`config.mk`:
```
export PLATFORM = sky130hd
export DESIGN_NAME = ternary_neuron_acc
export DESIGN_NICKNAME = d
export VERILOG_FILES = /design/src/rtl/ternary_neuron_acc.sv
export SDC_FILE = /design/constraint.sdc
export NUM_CORES = 1
export LEC_CHECK = 0
export BUFFER_PORTS_ARGS = -buffer_cell sky130_fd_sc_hd__clkbuf_2
export CAP_MARGIN = 20
export CORE_MARGIN = 5
export CORE_UTILIZATION = 60
export CTS_BUF_LIST = sky130_fd_sc_hd__clkbuf_16
export CTS_CLUSTER_DIAMETER = 60
export DETAILED_ROUTE_END_ITERATION = 16
export GPL_TIMING_DRIVEN = 0
export PLACE_DENSITY_LB_ADDON = 0.2
export SLEW_MARGIN = 20
export SYNTH_ARGS = -nofsm -noshare
export SYNTH_HDL_FRONTEND = slang
export SYNTH_SLANG_ARGS = --single-unit
export TNS_END_PERCENT = 5
```
`constraint.sdc`:
```
create_clock -name clk -period 4.8 [get_ports clk]
set_input_delay 0.72 -clock clk [delete_from_list [all_inputs] [get_ports clk]]
set_output_delay 0.72 -clock clk [all_outputs]
set_load 0.03 [all_outputs]
```
`src/rtl/ternary_neuron_acc.sv`:
```
// rtl/ternary_neuron_acc.sv - accumulate-and-threshold stage producing one ternary activation per neuron
//
// Purpose:
//   Accumulates (pos_cnt - neg_cnt) over the beats of one neuron.
//   On the in_last beat it compares the final sum against THR_POS/THR_NEG.
//   It then holds the ternary result until the consumer takes it.
//
// Optional feature:
//   TNEURON_ACC_SAT_EN - when defined, the accumulator clamps at the signed
//   ACC_W range instead of wrapping.
//
// Ports:
//   clk, rst             clock and synchronous active-high reset
//   in_valid/in_ready    input beat handshake
//   pos_cnt, neg_cnt     unsigned popcounts of +1 and -1 weighted inputs
//   in_last              final beat of the current neuron
//   out_valid/out_ready  result handshake
//   act                  2'b01 = +1, 2'b11 = -1, 2'b00 = 0
//   sum                  final signed accumulated sum
//   beats                beats in the neuron (saturating)
//   beat_ovf             beat counter saturated during the neuron
module ternary_neuron_acc #(
  parameter int CNT_W   = 5,
  parameter int ACC_W   = 10,
  parameter int BEAT_W  = 5,
  parameter int THR_POS = 3,
  parameter int THR_NEG = -3
) (
  input  logic              clk,
  input  logic              rst,
  input  logic              in_valid,
  output logic              in_ready,
  input  logic [CNT_W-1:0]  pos_cnt,
  input  logic [CNT_W-1:0]  neg_cnt,
  input  logic              in_last,
  output logic              out_valid,
  input  logic              out_ready,
  output logic [1:0]        act,
  output logic [ACC_W-1:0]  sum,
  output logic [BEAT_W-1:0] beats,
  output logic              beat_ovf
);

  typedef enum logic {ACC, HOLD} state_t;

  localparam logic signed [ACC_W-1:0] THR_POS_V = THR_POS[ACC_W-1:0];
  localparam logic signed [ACC_W-1:0] THR_NEG_V = THR_NEG[ACC_W-1:0];

  state_t state, state_next;

  logic [ACC_W-1:0]  acc;
  logic [ACC_W-1:0]  acc_next;
  logic [BEAT_W-1:0] bcnt;
  logic [BEAT_W-1:0] bcnt_next;
  logic              ovf;
  logic              ovf_next;
  logic              bcnt_sat;
  logic              accept;
  logic [1:0]        act_next;

  // FSM next-state and handshake outputs
  always_comb begin
    state_next = state;
    in_ready   = 1'b0;
    out_valid  = 1'b0;
    case (state)
      ACC: begin
        in_ready = 1'b1;
        if (in_valid && in_last) state_next = HOLD;
      end
      HOLD: begin
        out_valid = 1'b1;
        if (out_ready) state_next = ACC;
      end
      default: state_next = ACC;
    endcase
  end

  assign accept = in_valid && in_ready;

`ifdef TNEURON_ACC_SAT_EN
  // One guard bit detects signed overflow; clamp toward the side it left from.
  logic [ACC_W:0] acc_wide;
  always_comb begin
    acc_wide = {acc[ACC_W-1], acc} + (ACC_W+1)'(pos_cnt) - (ACC_W+1)'(neg_cnt);
    if (acc_wide[ACC_W] != acc_wide[ACC_W-1])
      acc_next = acc_wide[ACC_W] ? {1'b1, {(ACC_W-1){1'b0}}} : {1'b0, {(ACC_W-1){1'b1}}};
    else
      acc_next = acc_wide[ACC_W-1:0];
  end
`else
  // Wrap-around: the guard bit would be discarded, so compute at ACC_W directly.
  assign acc_next = acc + ACC_W'(pos_cnt) - ACC_W'(neg_cnt);
`endif

  // Beat counter sticks at all-ones; any further beat marks overflow.
  assign bcnt_sat  = &bcnt;
  assign bcnt_next = bcnt_sat ? bcnt : bcnt + 1'b1;
  assign ovf_next  = ovf | bcnt_sat;

  always_comb begin
    act_next = 2'b00;
    if ($signed(acc_next) >= THR_POS_V)
      act_next = 2'b01;
    else if ($signed(acc_next) <= THR_NEG_V)
      act_next = 2'b11;
  end

  always_ff @(posedge clk) begin
    if (rst) begin
      state    <= ACC;
      acc      <= '0;
      bcnt     <= '0;
      ovf      <= 1'b0;
      act      <= 2'b00;
      sum      <= '0;
      beats    <= '0;
      beat_ovf <= 1'b0;
    end else begin
      state <= state_next;
      if (accept) begin
        if (in_last) begin
          act      <= act_next;
          sum      <= acc_next;
          beats    <= bcnt_next;
          beat_ovf <= ovf_next;
          acc      <= '0;
          bcnt     <= '0;
          ovf      <= 1'b0;
        end else begin
          acc  <= acc_next;
          bcnt <= bcnt_next;
          ovf  <= ovf_next;
        end
      end
    end
  end

endmodule
```
==> results of run 1 <==
power by group through the flow:
| stage | Clock [mW] | Combinational [mW] | Sequential (mW) |
|---|---|---|---|
| final | 0.290 | 0.360 | 0.334 |
| after global placement | 0 | 0.352 | 0.340 |
| after floorplan | 0 | 0.246 | 0.368 |
| after CTS | 0.296 | 0.361 | 0.334 |
| after detailed placement | 0 | 0.358 | 0.340 |
| after global routing | 0.311 | 0.401 | 0.337 |
placed cells by master, fill, tap and decap left out, drive strengths merged, types with 4 or more instances in the layout:
cell type and instances:
a21oi 19, nand2 30, xor2 8, nor2 30, ha 11, clkbuf 46, dfxtp 35, a211oi 5
fa 5, inv 27, a22oi 9, nand3 4, nor3 7
registers in the layout, summed over array words and instances, names as in the netlist:
register	cells
state	1
act	2
beats	5
acc	10
sum	10
bcnt	5
ovf	1
beat_ovf	1
final cells by class:
cell class | instances | area, sq um | share of cell area (%)
plain buffers | 11 | 42.5 | 1.80
clock buffers | 5 | 125 | 5.31
clock inverters | 2 | 8.76 | 0.372
inverters | 27 | 101 | 4.30
multi-input cells | 167 | 1160 | 49.0
flip-flops and latches | 35 | 701 | 29.7
well taps | 46 | 57.6 | 2.44
repair buffers | 33 | 165 | 7.01
cell families (layout without fill, tap and decap cells):
family / after synthesis / in the layout
xor gates and xnor gates: 11 / 11
adders and majority gates: 16 / 16
buffers and inverters: 38 / 78
AOI/OAI and AO/OA: 54 / 54
DFF: 35 / 35
and+or+nand+nor: 86 / 86
worst max-delay path by stage:
stage | depth (start not counted) | slack (ps) | endpoint
after floorplan | 10 | 1730 | act[0]$_SDFFE_PP0P_
after global placement | 11 | 1460 | act[0]$_SDFFE_PP0P_
after detailed placement | 11 | 1400 | act[0]$_SDFFE_PP0P_
after CTS | 11 | 1670 | act[0]$_SDFFE_PP0P_
after global routing | 11 | 1520 | act[0]$_SDFFE_PP0P_
final | 11 | 1660 | act[0]$_SDFFE_PP0P_
critical path, cell delays in order:
cell and delay [ps]:
clkbuf_2 70, inv_1 50, fa_1 530, inv_1 70, fa_1 460, a21oi_1 260
o22ai_1 150, xor2_1 210, or4_1 550, nor2_1 130, a221oi_2 70
per-layer routing:
metal	track usage [%]	vias to the layer above	routed length, um
li1	-	897	-
met2	33.7	50	2040
met4	5.32	0	42
met3	4.66	7	276
met5	0	-	0
met1	28.9	813	1950
==> results.md, run 1 <==
- Clock Sinks: 35
- Std-Cell Rows: 21
- Fin crit share: between 60% and 70%
- Die Y: 67.7 um
- Hold crit path type: register to register
- Top FF cell, synth: dfxtp_1
- Arrival @ worst endpoint: around 3300 ps
- Overall routed net length: around 4300 um
- CP Max Fanout: 4
- Leak Pwr: 1.05 nW
- Mapped Cells: 240
- Layout cells sized above 1: 17.9%
- Final nets: a little over 300
- IO Pins: 35
- Largest net degree at the start of global routing: 11
- Post-CTS Hold Buffers: 0
- Worst Hold End: beats[0]$_SDFFE_PP0P_
- Diode count: 0
- Clk pwr share: a little under 30%
- Synth cell count leaders: dfxtp_1 (35), nand2_1 (30), nor2_1 (30)
- Root Driver: clkbuf_16
- Compound-cell area share of the yosys netlist: roughly a fifth
- Post-Layout Cell Count: approximately 330
- Adder-cell area share of the yosys netlist: a little under an eighth
- Area leader, netlist: dfxtp_1
- Unrepaired setup endpoints after global routing: no
- Flops & latches, synth: 35
- Initial drt markers: 82
- Final hold vios: 0
- Seq pwr share: approximately a third
- Count leader, synth: dfxtp_1
- Placed cell area: 2220 sq um
- Fill cells: 259
- Crit start category: input port
- Core Region: between 3000 and 4000 sq um
- Max Clock Skew: between 3 and 4 ps
- Post-synth EDFFs: 0
- Internal Power: 0.638 mW
- Net Switching: 0.345 mW
- Fin Hold WS: about 450 ps
- CTS tree: built
- Overall routing resource usage: between 20% and 30%
- Synth Area in Simple Gates: approximately 20%
- Synth Area in XOR/XNOR: 5.75%
- Pwr/cell area: ~420 nW/um^2
- Net Sw Frac: 35.1%
- H-tree depth: 2
- Initial antenna violation count: 0
- Total grt overflow: 0
- Synth unique cells: 46
- CTS max path bufs: 2
- Vias in the first global route: approximately 1600
- Clock buffer count from CTS: 5
- Antenna Violating Nets Remaining: 0
- Synth Cell Area: between 2000 and 2500 sq um
- Top-area cell type share of the netlist area: between 30% and 40%
- Dominant cells by area after synthesis: dfxtp_1 (35%), ha_1 (6.9%), nand2_1 (5.6%)
- Vias per cell: approximately 5.4
- Wire per inst: roughly 13 um
- Min-delay src: beats[0]$_SDFFE_PP0P_
- Critical Path End Type: register
- Max_slew headroom: between 60% and 70%
- Worst Setup SP: pos_cnt[1]
- Setup WS pre-CTS: between 1000 and 1500 ps
- Final setup TNS: 0 ps
- Placed Cells incl. Taps: roughly 320
- Max Cap Viol: 0
- Yosys warns: 0
- Maximum vdd drop: 0.261 mV
- Initial Util: roughly 61%
- I/O Buffers: 33
- Fin. max-slew vios: 0
- Via count: about 1800
- Detailed-router iteration count before antenna repair: 4
- Final setup violation count: 0
- DRC violations left: 0
- Max frequency: around 0.32 GHz
- Fin util: just over 70%
- Register area share after synthesis: a little over a third
- # Post-CTS Setup Buffers: 0
- Worst skew pair latency: about 270 ps
- First-pass GRT wire length: around 7300 um
- RR Endpoint: act[0]$_SDFFE_PP0P_
- Post-synthesis mux area share: 0%
- Reg2Reg Setup Slack: about 1900 ps
- Async S/R FF share, synth: 0%
- Worst-path clk slew: roughly 50 ps
- FF-to-FF Start: acc[1]$_SDFFE_PP0P_
- Final worst path period need: approximately 3100 ps
- Synthesized area per cell: approximately 8.3 sq um
- Fin worst setup slack: between 1500 and 2000 ps
- Critical Path RT: just under 5000 ps
- Dpl hpwl: approximately 3300 um
- Synth-to-layout area growth: 17.8%
- Post-Syn Nets: around 270
- Final instance area: approximately 2400 sq um
- Worst Path Class, Setup: input port to register
- Post-CTS Resized: 0
- Slew @ Worst Pin: about 490 ps
- Worst R2R Path Depth: 10
- Logic pwr share: ~37%
- Final Wtd Congestion: between 0.7 and 0.8
- Die Wd: between 60 and 70 um
- Worst hold stages: 2
- Die area: around 4600 sq um
- Total power of the final layout: roughly 0.98 mW
- Largest family of logic cells by synthesized area: compound AO/OA/AOI/OAI gates
- Status: finished clean
Power figures use the tool's default switching activity.
==> run 2: changes to the inputs <==
Settings changed: CORE_UTILIZATION 60 to 50.
Clock period 4.8 ns to 2.7 ns, I/O delays scaled along.
==> results.md, run 2 (synthesis results as in run 1) <==
- Max frequency: between 0.3 and 0.4 GHz
- Critical Path RT: 2850 ps (was 4940 ps)
- Slew @ Worst Pin: 507 ps (was 495 ps)
- Final nets: 316 (was 311)
- Worst hold stages: 3 (was 2)
- Max_slew headroom: 66.2% (was 67.0%)
- Critical Path End Type: register (unchanged)
- Clock buffer count from CTS: 5 (unchanged)
- Worst Path Class, Setup: register to register (was input port to register)
- Biggest regs: acc x10, sum x10 (unchanged)
- Initial drt markers: 165 (was 82)
- Clk pwr share: 27.1% (was 29.4%)
- First-pass GRT wire length: 7910 um (was 7350 um)
- Flip-flop and latch area: 703 sq um (was 701 sq um)
- Layout cells sized above 1: 28.0% (was 17.9%)
- Std-Cell Rows: 23 (was 21)
- Overall routed net length: 4750 um (was 4310 um)
- Die area: 5370 sq um (was 4590 sq um)
- Fin worst setup slack: 32.2 ps (was 1660 ps)
- Leak Pwr: 1.11 nW (was 1.05 nW)
- Wire per inst: 14.1 um (was 13.2 um)
- Internal Power: 1.24 mW (was 0.638 mW)
- Maximum vdd drop: 0.501 mV (was 0.261 mV)
- Fin crit share: between 90% and 100%
- CP Max Fanout: 4 (unchanged)
- Worst skew pair latency: 270 ps (about the same)
- H-tree depth: 2 (unchanged)
- Setup WS pre-CTS: -280 ps (was 1400 ps)
- CTS max path bufs: 2 (unchanged)
- Seq pwr share: 30.7% (was 34.0%)
- Final setup violation count: 0 (unchanged)
- Detailed-router iteration count before antenna repair: 4 (unchanged)
- Status: finished clean (unchanged)
- Vias in the first global route: 1675 (was 1603)
- I/O Buffers: 33 (unchanged)
- Fin. max-slew vios: 0 (unchanged)
- Net Switching: 0.703 mW (was 0.345 mW)
- Most frequent cells in the layout: dfxtp_1 (33), clkbuf_2 (33), nand2_1 (30) (was dfxtp_1 (35), clkbuf_2 (33), nand2_1 (30), nor2_1 (30), inv_1 (27))
- Logic pwr share: 42.2% (was 36.6%)
- Antenna Violating Nets Remaining: 0 (unchanged)
- IO Pins: 35 (unchanged)
- Diode count: 0 (unchanged)
- Initial Util: 50.7% (was 60.9%)
- Pwr/cell area: 759 nW/um^2 (was 417 nW/um^2)
- Arrival @ worst endpoint: 2820 ps (was 3290 ps)
- Dpl hpwl: 3400 um (was 3270 um)
- Max Cap Viol: 0 (unchanged)
- Final worst path period need: 2670 ps
- Final setup TNS: 0 ps (unchanged)
- Via count: 1806 (was 1767)
- Worst-path clk slew: 50 ps (about the same)
- Unrepaired setup endpoints after global routing: yes (was no)
- Die Wd: 73.3 um (was 67.7 um)
- DRC violations left: 0 (unchanged)
- Die Y: 73.3 um (was 67.7 um)
- Root Driver: clkbuf_16 (unchanged)
- Crit start category: register (was input port)
- Clock Sinks: 35 (unchanged)
- Total grt overflow: 0 (unchanged)
- Hold crit path type: input port to register (was register to register)
- Net Sw Frac: 36.2% (was 35.1%)
- Synth-to-layout area growth: 28.0% (was 17.8%)
- Fill cells: 333 (was 259)
- Initial antenna violation count: 0 (unchanged)
- Multi-input logic area: 1310 sq um (was 1160 sq um)
- Overall routing resource usage: 18.5% (was 21.1%)
- Max Clock Skew: 3.58 ps (was 3.26 ps)
- CTS tree: built (unchanged)
- Core Region: 3940 sq um (was 3280 sq um)
- Final hold vios: 0 (unchanged)
- Final Wtd Congestion: 0.835 (was 0.786)
- Worst R2R Path Depth: 9 (was 10)
- Vias per cell: 5.38 (was 5.42)
- Largest net degree at the start of global routing: 11 (unchanged)
-- run 2: changes by cell type in the layout (fill, tap and decap cells not counted), moves of 2 or more --
cell / change
a21oi_2: +2
ha_4: +2
buf_4: +5
xnor2_1: -2
xnor2_2: +2
inv_2: +2
nor2_1: -2
dfxtp_2: +2
ha_1: -4
dfxtp_1: -2
xor2_1: -4
a21oi_1: -3
xor2_2: +3
ha_2: +2
-- run 2: final timing paths --
kind / startpoint / slack (ps) / end
min reg2reg: acc[0]$_SDFFE_PP0P_ / 450 / acc[0]$_SDFFE_PP0P_
max reg2reg: acc[1]$_SDFFE_PP0P_ / 30 / act[0]$_SDFFE_PP0P_
max: acc[1]$_SDFFE_PP0P_ / 30 / act[0]$_SDFFE_PP0P_
min: out_ready / 390 / state$_SDFF_PP0_
-- run 2: repair_timing --
action,4_1_cts,5_1_grt
setup buffers,1,4
gates resized for setup,4,25
pin swaps,5,15
hold buffers,0,0
endpoints found under the setup margin,2,4
-- run 2: power by group through the flow --
stage | clock (mW) | combinational [mW] | sequential (mW)
2_1_floorplan | 0 | 0.442 | 0.654
3_3_place_gp | 0 | 0.633 | 0.605
3_5_place_dp | 0 | 0.636 | 0.606
4_1_cts | 0.535 | 0.667 | 0.595
5_1_grt | 0.562 | 0.887 | 0.602
6_report | 0.527 | 0.819 | 0.596
-- run 2: metal layers --
metal | global-route usage [%] | share of wire (%) | up-vias | wire length, um
met5 | 0 | 0 | - | 0
met4 | 3.69 | 0.76 | 0 | 36
met3 | 3.28 | 5.0 | 6 | 235
met2 | 29.8 | 48 | 52 | 2260
met1 | 26.0 | 47 | 847 | 2210
li1 | - | - | 901 | -
-- run 2: cell type report --
class | count | area share [%]
clock inverter | 3 | 0.489
sequential | 35 | 27.5
buffer | 11 | 1.66
timing repair buffer | 38 | 7.92
inverter | 27 | 3.96
clock buffer | 5 | 4.89
multi-input combinational | 167 | 51.2
tap | 50 | 2.44
-- run 2: critical path, stage by stage (launching register included) --
cell      delay (ps)
dfxtp_2          330
inv_2             30
fa_1             490
inv_2             60
fa_2             410
xor2_4           220
a221o_1          280
or4_4            550
nor2_4           120
a221oi_2          50
-- run 2: through the flow --
stage | cells | hold WS [ps] | utilization [%] | cell area [sq um] | power [mW]
floorplan | 240 | 432 | - | 2010 | 1.10
global placement | 323 | 442 | 56.7 | 2230 | 1.24
detailed placement | 323 | 447 | 56.7 | 2230 | 1.24
CTS | 332 | 394 | 61.1 | 2410 | 1.80
global route | 336 | 401 | 64.9 | 2560 | 2.05
finish | 336 | 393 | 64.9 | 2560 | 1.94
==> run 3: changes to the inputs <==
Settings changed: PLACE_DENSITY from default to 0.86, PLACE_DENSITY_LB_ADDON 0.2 to default, RECOVER_POWER from default to 100.
==> results.md, run 3 (synthesis results as in run 1) <==
- DRC violations left: 0 (unchanged)
- Post-CTS Hold Buffers: 0 (unchanged)
- Placed Cells incl. Taps: 323 (unchanged)
- Arrival @ worst endpoint: 2810 ps (was 2820 ps)
- Worst Path Class, Setup: register to register (unchanged)
- Die area: 5370 sq um (unchanged)
- Initial antenna violation count: 0 (unchanged)
- Post-Layout Cell Count: 335 (was 336)
- Biggest regs: acc x10, sum x10 (unchanged)
- Total grt overflow: 0 (unchanged)
- Fin. max-slew vios: 0 (unchanged)
- Initial Util: 50.7% (unchanged)
- Die Wd: 73.3 um (unchanged)
- Maximum vdd drop: 0.536 mV (was 0.501 mV)
- CP max stage cell: fa_1 (was or4_4)
- Critical Path RT: 2860 ps (was 2850 ps)
- Levels on crit path: 10 (was 9)
- Pwr/cell area: 795 nW/um^2 (was 759 nW/um^2)
- H-tree depth: 2 (unchanged)
- Metal-1 WL: 2230 um (was 2210 um)
- Final setup violation count: 0 (unchanged)
- Final hold vios: 0 (unchanged)
- Critical path, cell by cell: inv_1, fa_1, inv_2, fa_2, buf_4, xor2_2, a221o_1, or4_1, nor2_1, a221oi_2 (was inv_2, fa_1, inv_2, fa_2, xor2_4, a221o_1, or4_4, nor2_4, a221oi_2)
- Max Cap Viol: 0 (unchanged)
- Max frequency: 0.377 GHz (was 0.375 GHz)
- Detailed-router iteration count before antenna repair: 4 (unchanged)
- Final worst path period need: 2650 ps (was 2670 ps)
- Fin util: 62.9% (was 64.9%)
- Worst skew pair latency: 280 ps (was 270 ps)
- Clock buffer count from CTS: 5 (unchanged)
- Worst-path clk slew: 60 ps (was 50 ps)
- Worst Setup SP: acc[1]$_SDFFE_PP0P_ (unchanged)
- Routed length on met3: 260 um (was 235 um)
- Overall routing resource usage: 18.8% (was 18.5%)
- Worst path bufs/invs: 3 (was 2)
- CP Max Fanout: 4 (unchanged)
- Via count: 1807 (was 1806)
- Slew @ Worst Pin: 507 ps (about the same)
- Max_slew headroom: 66.2% (about the same)
- Net Switching: 0.685 mW (was 0.703 mW)
- Clk pwr share: 33.1% (was 27.1%)
- Most frequent cells in the layout: dfxtp_1 (34), nand2_1 (30), clkbuf_1 (29), nor2_1 (29), inv_1 (26) (was dfxtp_1 (33), clkbuf_2 (33), nand2_1 (30))
- Vias per cell: 5.39 (was 5.38)
- Top Metal Used: met4 (unchanged)
- Unrepaired setup endpoints after global routing: yes (unchanged)
- Final nets: 315 (was 316)
- Crit start category: register (unchanged)
- Layout cells sized above 1: 16.5% (was 28.0%)
- Fill cells: 329 (was 333)
- RR Endpoint: act[0]$_SDFFE_PP0P_ (unchanged)
- Reg2Reg Setup Slack: 50 ps (was 30 ps)
- Delay-heaviest family, CP: adder cells (unchanged)
- Antenna Violating Nets Remaining: 0 (unchanged)
- Leak Pwr: 1.02 nW (was 1.11 nW)
- Internal Power: 1.29 mW (was 1.24 mW)
- Overall routed net length: 4950 um (was 4750 um)
- Fin Hold WS: 422 ps (was 393 ps)
- Die Y: 73.3 um (unchanged)
- Root Driver: clkbuf_16 (unchanged)
- Commonest non-fill, non-tap cell in the layout: dfxtp_1
- Seq pwr share: 30.3% (was 30.7%)
- Final Wtd Congestion: 0.915 (was 0.835)
- I/O Buffers: 33 (unchanged)
- Status: finished clean (unchanged)
- First-pass GRT wire length: 8000 um (was 7910 um)
- Clock Sinks: 35 (unchanged)
- Worst setup path end: act[0]$_SDFFE_PP0P_ (unchanged)
- Wire per inst: 14.8 um (was 14.1 um)
- Crit-path max cell delay: 490 ps (was 550 ps)
- Initial drt markers: 107 (was 165)
- Worst R2R Path Depth: 10 (was 9)
- Vias in the first global route: 1798 (was 1675)
- Hold crit path type: input port to register (unchanged)
- Synth-to-layout area growth: 24.0% (was 28.0%)
- IO Pins: 35 (unchanged)
- Largest net degree at the start of global routing: 13 (was 11)
- CTS max path bufs: 2 (unchanged)
- Std-Cell Rows: 23 (unchanged)
- Fin crit share: 98.3% (was 98.8%)
- Diode count: 0 (unchanged)
- Net Sw Frac: 34.7% (was 36.2%)
- Critical Path End Type: register (unchanged)
- Max Clock Skew: 5.77 ps (was 3.58 ps)
- WL met2: 2400 um (was 2260 um)
- Logic pwr share: 36.6% (was 42.2%)
- Core Region: 3940 sq um (unchanged)
- Dpl hpwl: 3430 um (was 3400 um)
- FF-to-FF Start: acc[1]$_SDFFE_PP0P_ (unchanged)
- CTS tree: built (unchanged)
## run 3: changes by cell type in the layout (fill, tap and decap cells not counted), sizes merged
cell    delta
clkinv     +1
bufinv     +1
inv        -2
clkbuf     +1
buf        -2
## run 3: power by group through the flow
stage	sequential (mW)	clock [mW]	combinational [mW]
3_5_place_dp	0.607	0	0.635
4_1_cts	0.596	0.650	0.667
5_1_grt	0.603	0.677	0.788
2_1_floorplan	0.654	0	0.442
3_3_place_gp	0.605	0	0.623
6_report	0.598	0.652	0.722
## run 3: tightest hold or removal path, cell delays in order
cell and delay (ps):
clkbuf_2 80, nand2b_1 100, a21oi_1 60
## run 3: layer usage
| layer | global-route usage [%] | up-vias |
|---|---|---|
| li1 | - | 911 |
| met1 | 24.6 | 832 |
| met2 | 31.3 | 56 |
| met3 | 4.10 | 8 |
| met4 | 4.71 | 0 |
| met5 | 0 | - |
## run 3: how the worst min path moves through the flow
stage	from	to	slack (ps)	cells past startpoint
2_1_floorplan	acc[0]$_SDFFE_PP0P_	acc[0]$_SDFFE_PP0P_	430	2
3_3_place_gp	acc[0]$_SDFFE_PP0P_	acc[0]$_SDFFE_PP0P_	440	2
3_5_place_dp	beats[0]$_SDFFE_PP0P_	beats[0]$_SDFFE_PP0P_	450	2
4_1_cts	out_ready	state$_SDFF_PP0_	420	3
5_1_grt	out_ready	state$_SDFF_PP0_	420	3
6_report	out_ready	state$_SDFF_PP0_	420	3
## run 3: what timing repair did
action                     CTS  global route
pin swaps                    2             7
gates resized for setup      2            11
setup endpoints to repair    2             4
setup buffers                2             2
## run 3: metrics by stage
| stage | instance area [sq um] | setup TNS, ps | total power [mW] | setup WS [ps] |
|---|---|---|---|---|
| 2_1_floorplan | 2010 | 0 | 1.10 | 5.74 |
| 3_3_place_gp | 2230 | -739 | 1.23 | -265 |
| 3_5_place_dp | 2230 | -731 | 1.24 | -249 |
| 4_1_cts | 2440 | 0 | 1.91 | 1.51 |
| 5_1_grt | 2480 | -48.2 | 2.07 | -34.2 |
| 6_report | 2480 | 0 | 1.97 | 46.3 |
## run 3: cell type report
type | instances | area (sq um) | area share (%)
Buffer | 11 | 42.5 | 1.72
Timing Repair Buffer | 37 | 170 | 6.86
Sequential cell | 35 | 702 | 28.3
Tap cell | 50 | 62.6 | 2.52
Clock inverter | 3 | 43.8 | 1.77
Clock buffer | 5 | 125 | 5.05
Multi-Input combinational cell | 167 | 1230 | 49.7
Inverter | 27 | 101 | 4.09
